[config.mk]
export PLATFORM = sky130hd
export DESIGN_NAME = mem_arbiter
export DESIGN_NICKNAME = d
export VERILOG_FILES = /design/src/rtl/mem_arbiter.sv
export SDC_FILE = /design/constraint.sdc
export NUM_CORES = 1
export LEC_CHECK = 0
export BUFFER_PORTS_ARGS = -buffer_cell sky130_fd_sc_hd__buf_2
export CAP_MARGIN = 20
export CORE_MARGIN = 2
export CORE_UTILIZATION = 40
export CTS_CLUSTER_DIAMETER = 50
export DETAILED_ROUTE_END_ITERATION = 12
export PLACE_DENSITY = 0.8
export SETUP_SLACK_MARGIN = 0.15
export SLEW_MARGIN = 15
export SYNTH_ARGS = -nofsm -noshare
export SYNTH_HDL_FRONTEND = slang
export SYNTH_SLANG_ARGS = --single-unit
[constraint.sdc]
create_clock -name clk -period 1.77 [get_ports clk]
set_clock_uncertainty 0.15 [all_clocks]
set_input_delay 0 -clock clk [delete_from_list [all_inputs] [get_ports clk]]
set_output_delay 0 -clock clk [all_outputs]
set_load 0.02 [all_outputs]
[src/rtl/mem_arbiter.sv]
// Arbitrates the unified single-port memory between the instruction-fetch port
// and the data port, with a req/ack handshake, done pulses and a wait timeout.
module mem_arbiter #(
  parameter int TIMEOUT = 64
) (
  input  logic        clk,
  input  logic        rstn,
  input  logic        i_req,
  input  logic [31:0] i_addr,
  output logic [31:0] i_rdata,
  output logic        i_done,
  output logic        i_stall,
  input  logic        d_req,
  input  logic        d_we,
  input  logic [3:0]  d_be,
  input  logic [31:0] d_addr,
  input  logic [31:0] d_wdata,
  output logic [31:0] d_rdata,
  output logic        d_done,
  output logic        d_stall,
  output logic        m_req,
  output logic        m_we,
  output logic [3:0]  m_be,
  output logic [31:0] m_addr,
  output logic [31:0] m_wdata,
  input  logic        m_ack,
  input  logic [31:0] m_rdata,
  output logic        err
);

  typedef enum logic [1:0] {IDLE, DATA, INST} state_t;

  localparam logic [7:0] CNT_LAST = 8'(TIMEOUT - 1);

  state_t      state, state_next;
  logic        last_d;
  logic [7:0]  wait_cnt;
  logic        grant_d, grant_i, ack_done, abort;

  // A done pulse in IDLE blocks granting for one cycle so requesters can turn around.
  always_comb begin
    state_next = state;
    grant_d    = 1'b0;
    grant_i    = 1'b0;
    ack_done   = 1'b0;
    abort      = 1'b0;
    case (state)
      IDLE: begin
        if (!(i_done || d_done)) begin
          if (d_req && (!last_d || !i_req)) begin
            grant_d    = 1'b1;
            state_next = DATA;
          end else if (i_req) begin
            grant_i    = 1'b1;
            state_next = INST;
          end
        end
      end
      DATA, INST: begin
        if (m_ack) begin
          ack_done   = 1'b1;
          state_next = IDLE;
        end else if (wait_cnt == CNT_LAST) begin
          abort      = 1'b1;
          state_next = IDLE;
        end
      end
      default: state_next = IDLE;
    endcase
  end

  always_ff @(posedge clk) begin
    if (!rstn) state <= IDLE;
    else       state <= state_next;
  end

  always_ff @(posedge clk) begin
    if (!rstn) begin
      last_d   <= 1'b0;
      wait_cnt <= 8'd0;
      m_req    <= 1'b0;
      m_we     <= 1'b0;
      m_be     <= 4'h0;
      m_addr   <= 32'h0;
      m_wdata  <= 32'h0;
      i_rdata  <= 32'h0;
      d_rdata  <= 32'h0;
      i_done   <= 1'b0;
      d_done   <= 1'b0;
      err      <= 1'b0;
    end else begin
      i_done <= 1'b0;
      d_done <= 1'b0;
      err    <= 1'b0;
      if (grant_d) begin
        m_req    <= 1'b1;
        m_we     <= d_we;
        m_be     <= d_be;
        m_addr   <= d_addr;
        m_wdata  <= d_wdata;
        wait_cnt <= 8'd0;
      end else if (grant_i) begin
        m_req    <= 1'b1;
        m_we     <= 1'b0;
        m_be     <= 4'hF;
        m_addr   <= i_addr;
        m_wdata  <= 32'h0;
        wait_cnt <= 8'd0;
      end else if (ack_done || abort) begin
        m_req  <= 1'b0;
        err    <= abort;
        last_d <= (state == DATA);
        // An aborted transaction returns zero; a completed store leaves d_rdata alone.
        if (state == DATA) begin
          d_done <= 1'b1;
          if (abort)      d_rdata <= 32'h0;
          else if (!m_we) d_rdata <= m_rdata;
        end else begin
          i_done  <= 1'b1;
          i_rdata <= abort ? 32'h0 : m_rdata;
        end
      end else if (state != IDLE) begin
        wait_cnt <= wait_cnt + 8'd1;
      end
    end
  end

  assign i_stall = i_req & ~i_done;
  assign d_stall = d_req & ~d_done;

endmodule

==> impl_metrics.py, run 1 <==
metrics = {
    "outcome": {
        "outcome": "finished with violations",
        "violations": "negative setup slack",
    },
    "synth": {
        "syn-cell-area_mm2": 0.00568,
        "synth_area_leaders": "dfxtp_1 52%, mux2i_1 17%, nand2_1 6.7%",
        "ys_seq_area_frac": 0.522,
        "synthCells": 566,
        "yosys.area.top_type": "dfxtp_1",
        "yosysWarnings": 0,
        "ys_seq_elements": 148,
        "syn_area_per_cell_um2": 10.0,
        "synth_top_area_frac": 0.522,
        "synth_nets": 707,
        "synth_cell_types": 41,
    },
    "critical_path": {
        "cp.required_ns": 1.95,
        "path_cells": "inv_2 -> ha_4 -> nand4_1 -> buf_4 -> o21ai_4 -> nand4_1 -> buf_6 -> clkbuf_16 -> mux2i_1",
        "crit_family": "buffers and inverters",
        "cp_common_cell": "nand4_1",
        "cp-start-kind": "flip-flop",
        "worstPathArrival_ns": 2.12,
        "end_kind": "flip-flop",
        "cpMaxStageDelayCell": "dfxtp_2",
        "critical_path_buf_inv_count": 4,
        "crit_fanout": 8,
        "critPathMaxStageDelay_ns": 0.33,
        "crit_type": "flip-flop to flip-flop",
    },
    "global_routing": {
        "first_global_vias": 6972,
        "grt_pass1_wl_um": 36100,
        "overflow": 0,
        "grtUsageTotal": 0.314,
        "antenna_found_initial": 1,
        "grt_max_degree": 66,
    },
    "placed_design": {
        "port_buffers": 276,
        "place.gp.congestion": 0.816,
        "dp_hpwl_um": 11200,
        "placedCellCount": 1019,
    },
    "power": {
        "p_seq_frac": 0.364,
        "cellLeakagePower_nw": 5.19,
        "combPwrFrac": 0.290,
        "power_frac_clock": 0.346,
        "peakVddDrop_uv": 773,
        "finalPower_mw": 10.2,
        "p_sw_mw": 3.11,
        "sw_frac_of_total": 0.304,
        "power_density_mw_per_mm2": 931,
        "p_int_mw": 7.13,
    },
    "job": {
        "maxCapViolCount": 0,
    },
    "drt": {
        "antenna_left": 0,
        "drc_errors": 0,
        "vias": 6685,
        "viasPerCell": 5.37,
        "first_pass_iters": 5,
        "dr.first_iter.drc_count": 393,
        "wl_um": 25900,
        "wl_per_cell_um": 20.8,
    },
    "floorplan": {
        "die_w_um": 123,
        "boundaryPins": 277,
        "initial_core_util": 0.409,
        "dieArea_mm2": 0.0152,
        "core-area_mm2": 0.0139,
        "die_h_um": 123,
        "rows": 43,
    },
    "timing": {
        "fmax_mhz": 516,
        "setup_violations": 131,
        "fin_crit_ns": 1.94,
        "slew_headroom": 0.564,
        "post-route-period-util": 1.10,
        "setup_ws_ns": -0.169,
        "worst-slew-pin-transition_ns": 0.655,
        "finalHoldViolCount": 0,
        "drv_slew": 0,
        "rsz0062_at_grt": "true",
    },
    "cts": {
        "cts_tree": "yes",
        "clockBufferDepth": 2,
        "clock-sinks": 148,
        "clkLatencyLatePin_ns": 0.41,
        "htreeDepth": 4,
        "ctsRootBufferMaster": "clkbuf_16",
        "cts.clk_slew.worst_paths_ns": 0.06,
        "cts_inserted_buffers": 17,
    },
    "finish": {
        "area_growth_syn_to_layout_pct": 93.7,
        "final_common_cell": "buf_2",
        "final_cell_count_no_fill": 1244,
        "layout_common_cells": "276 x buf_2, 144 x dfxtp_1, 137 x dlygate4sd3_1",
        "fin_nets": 1189,
        "drive_above_1_share": 0.468,
    },
    "hold_path": {
        "worstHoldPathType": "primary input to flip-flop",
    },
}
metrics by stage:
stage          area (um^2)  worst slack [ns]  TNS [ns]  utilization  hold WS, ns
3_5_place_dp          7520            -0.134     -7.17        0.542       0.0638
5_1_grt              11000            -0.259    -21.03        0.792        0.196
2_1_floorplan         5840           -0.0997     -4.19            -      -0.0245
4_1_cts              10600           -0.0859     -5.58        0.760        0.135
3_3_place_gp          7520           -0.0704     -4.07        0.542       0.0595
6_report             11000            -0.169     -9.93        0.792        0.160
worst paths after layout:
| kind | startpoint | to | slack [ns] | cells past startpoint |
|---|---|---|---|---|
| worst min register to register | i_rdata[25] | i_rdata[25] | 0.31 | 2 |
| worst min-delay path | i_req | state[0] | 0.16 | 6 |
| worst max register to register | state[1] | d_rdata[2] | -0.17 | 9 |
| worst max-delay path | state[1] | d_rdata[2] | -0.17 | 9 |
power groups by stage:
stage	combinational, mW	clock [mW]	sequential [mW]
floorplan	0.746	0	4.02
global placement	1.56	0	3.73
detailed placement	1.58	0	3.74
CTS	2.60	3.54	3.68
global route	3.10	3.74	3.74
finish	2.97	3.54	3.72
synthesized netlist by cell type:
library cell / n
nand2_1: 101
clkbuf_1: 22
buf_6: 4
o21a_1: 1
dfxtp_1: 148
and2_1: 1
nand3_1: 5
o21ai_1: 1
nand2_2: 1
inv_1: 5
o211ai_1: 2
nand4bb_2: 1
o21ai_0: 8
nand4_1: 2
mux2i_1: 97
o31ai_1: 2
nor4_1: 2
a21o_1: 1
a21boi_0: 1
nor3b_2: 1
and4_1: 2
nor2_1: 42
nor4bb_1: 1
a21oi_1: 12
nand4b_1: 1
nand2b_1: 1
nor3_4: 1
or2_0: 1
and3_1: 1
nor2b_1: 2
a22o_1: 33
a211oi_1: 32
buf_2: 14
o22ai_1: 4
or3_1: 4
o2111ai_1: 1
a31oi_1: 1
inv_2: 1
or4_1: 2
xor2_1: 1
ha_1: 3
final cells by class:
cell class / instances / area [um^2]
antenna: 3 / 7.51
clock buffer: 19 / 453
clock inverter: 13 / 124
fill: 770 / 2880
inverter: 6 / 22.5
multi-input combinational: 373 / 3040
sequential: 148 / 2970
tap: 180 / 225
timing repair buffer: 502 / 4160
sequential cells by signal, indices dropped and copies added (netlist names):
signal,flops
d_done,1
state,2
wait_cnt,8
d_rdata,32
err,1
last_d,1
m_req,1
m_be,4
m_we,1
i_done,1
m_wdata,32
m_addr,32
i_rdata,32
worst reg2reg max path, stage by stage (launching register included):
cell and delay (ns):
dfxtp_2 0.33, inv_2 0.04, ha_4 0.27, nand4_1 0.09
buf_4 0.17, o21ai_4 0.13, nand4_1 0.13, buf_6 0.18
clkbuf_16 0.18, mux2i_1 0.19
cells by family after synthesis:
logic type      Yosys count  share of synthesized area
simple gates            172                      0.132
buf+inv                  46                     0.0388
xor+xnor                  1                    0.00154
fa+ha+maj                 3                    0.00661
mux                      97                      0.171
flops                   148                      0.522
compound gates           99                      0.128
routing by layer:
metal	up-vias	GRT usage	part of all wire	wire length, um
met1	3136	0.324	0.35	9100
met2	453	0.538	0.50	13000
met5	-	0	0	0
li1	2980	-	-	-
met3	116	0.106	0.096	2470
met4	0	0.209	0.051	1310
what timing repair did:
action	in CTS	in global routing
endpoints found under the hold margin	140	0
buffers inserted	20	7
gates cloned	21	5
pin swaps	38	19
endpoints found under the setup margin	144	147
resized for setup	89	60
hold buffers	137	0
Power figures use the tool's default switching activity.
==> run 2: changes to the inputs <==
BUFFER_PORTS_ARGS = -buffer_cell sky130_fd_sc_hd__clkbuf_2   (was -buffer_cell sky130_fd_sc_hd__buf_2)
REMOVE_ABC_BUFFERS = 1   (was not set)
==> run 2 against run 1 <==
Net effect:
- the flow still finishes with violations (negative setup slack)
- register-to-register slack got worse by 0.16 ns
- non-clock buffer count decreased by 2
- cell count decreased by 0.40%
- highest routed layer unchanged
==> impl_metrics.py, run 2 (same netlist as run 1, synthesis figures left out) <==
metrics = {
    "outcome": {
        "outcome": "finished with violations",
        "violations": "negative setup slack",
    },
    "drt": {
        "wl_per_cell_um": 22.5,
        "dr.first_iter.drc_count": 724,
        "vias": 6969,
        "viasPerCell": 5.62,
        "drc_errors": 0,
        "wl_um": 27900,
        "antenna_left": 0,
        "first_pass_iters": 5,
    },
    "placed_design": {
        "dpl_cell_area_mm2": 0.00755,
        "place.gp.congestion": 0.870,
        "pre_cts_slack_ns": -0.266,
        "dp_hpwl_um": 12200,
        "port_buffers": 276,
    },
    "critical_path": {
        "cp.required_ns": 1.95,
        "cp-start-kind": "flip-flop",
        "crit_fanout": 8,
        "end_kind": "flip-flop",
        "worstPathArrival_ns": 2.28,
        "crit_type": "flip-flop to flip-flop",
    },
    "finish": {
        "area_growth_syn_to_layout_pct": 88.7,
        "fin_nets": 1186,
        "fin_area_mm2": 0.0107,
        "layout_common_cells": "276 x clkbuf_2, 145 x dfxtp_1, 137 x dlygate4sd3_1",
        "final_common_cell": "clkbuf_2",
        "drive_above_1_share": 0.454,
    },
    "cts": {
        "cts_inserted_buffers": 17,
        "htreeDepth": 4,
        "clock-sinks": 148,
        "cts.clk_slew.worst_paths_ns": 0.06,
        "clkLatencyLatePin_ns": 0.41,
        "ctsRootBufferMaster": "clkbuf_16",
        "cts_tree": "yes",
        "clockBufferDepth": 2,
    },
    "timing": {
        "finalHoldViolCount": 0,
        "setup_ws_ns": -0.330,
        "post-route-period-util": 1.19,
        "holdWs_ns": 0.171,
        "setup_violations": 144,
        "worst-slew-pin-transition_ns": 0.669,
        "slew_headroom": 0.554,
        "fmax_mhz": 476,
        "drv_slew": 0,
        "rsz0062_at_grt": "true",
        "finalSetupTns_ns": -28.38,
        "fin_crit_ns": 2.10,
    },
    "global_routing": {
        "first_global_vias": 6699,
        "grtUsageTotal": 0.306,
        "antenna_found_initial": 2,
        "grt_max_degree": 66,
        "overflow": 0,
        "grt_pass1_wl_um": 35200,
    },
    "hold_path": {
        "worstHoldPathType": "primary input to flip-flop",
    },
    "power": {
        "finalPower_mw": 10.1,
        "peakVddDrop_uv": 749,
        "cellLeakagePower_nw": 5.01,
        "power_density_mw_per_mm2": 945,
    },
    "job": {
        "maxCapViolCount": 0,
    },
    "floorplan": {
        "die_h_um": 123,
        "die_w_um": 123,
        "dieArea_mm2": 0.0152,
        "core-area_mm2": 0.0139,
        "initial_core_util": 0.409,
        "boundaryPins": 277,
        "rows": 43,
    },
}
==> run 2: timing repair <==
item	in CTS	in global routing
hold buffers	137	0
hold endpoints to repair	137	0
endpoints found under the setup margin	147	148
gates cloned	12	6
pin swaps	39	33
gates resized for setup	56	84
buffers inserted	10	13
==> run 2: cell type report <==
class	count	area, um^2
Timing Repair Buffer	500	3980
Fill cell	737	3170
Sequential cell	148	2970
Multi-Input combinational cell	372	2940
Clock buffer	20	457
Tap cell	180	225
Clock inverter	11	118
Inverter	6	22.5
Antenna cell	2	5.00
==> run 2: routing by layer <==
| metal | vias to the layer above | share of wire | GRT usage |
|---|---|---|---|
| met5 | - | 0 | 0 |
| met2 | 559 | 0.49 | 0.526 |
| li1 | 2974 | - | - |
| met4 | 0 | 0.072 | 0.222 |
| met1 | 3282 | 0.35 | 0.322 |
| met3 | 154 | 0.088 | 0.0784 |
==> run 2: critical path, stage by stage, from the launching register on <==
cell     delay [ns]
dfxtp_2        0.36
inv_2          0.06
ha_4           0.28
nand4_1        0.15
buf_4          0.20
o21ai_4        0.14
nand4_1        0.14
buf_6          0.19
buf_12         0.15
mux2i_2        0.19
==> run 2: stage by stage <==
step | utilization | instances
final | 0.772 | 1239
after global routing | 0.772 | 1239
after CTS | 0.727 | 1218
after detailed placement | 0.544 | 1028
after global placement | 0.544 | 1028
after floorplan | - | 526
==> run 2: path summary, 6_finish.rpt <==
check / startpoint / to / slack (ns) / cells after the start
worst max-delay path: state[1] / d_rdata[30] / -0.33 / 9
worst min-delay path: d_req / wait_cnt[6] / 0.17 / 6
worst max register to register: state[1] / d_rdata[30] / -0.33 / 9
worst min register to register: i_rdata[30] / i_rdata[30] / 0.30 / 2
==> run 2: power breakdown <==
| part | total, mW | switching (mW) | internal (mW) | leakage, nW |
|---|---|---|---|---|
| Combinational | 2.85 | 1.47 | 1.39 | 3.53 |
| Clock | 3.53 | 1.49 | 2.04 | 0.276 |
| Sequential | 3.74 | 0.182 | 3.56 | 1.21 |
| Total | 10.1 | 3.14 | 6.99 | 5.01 |
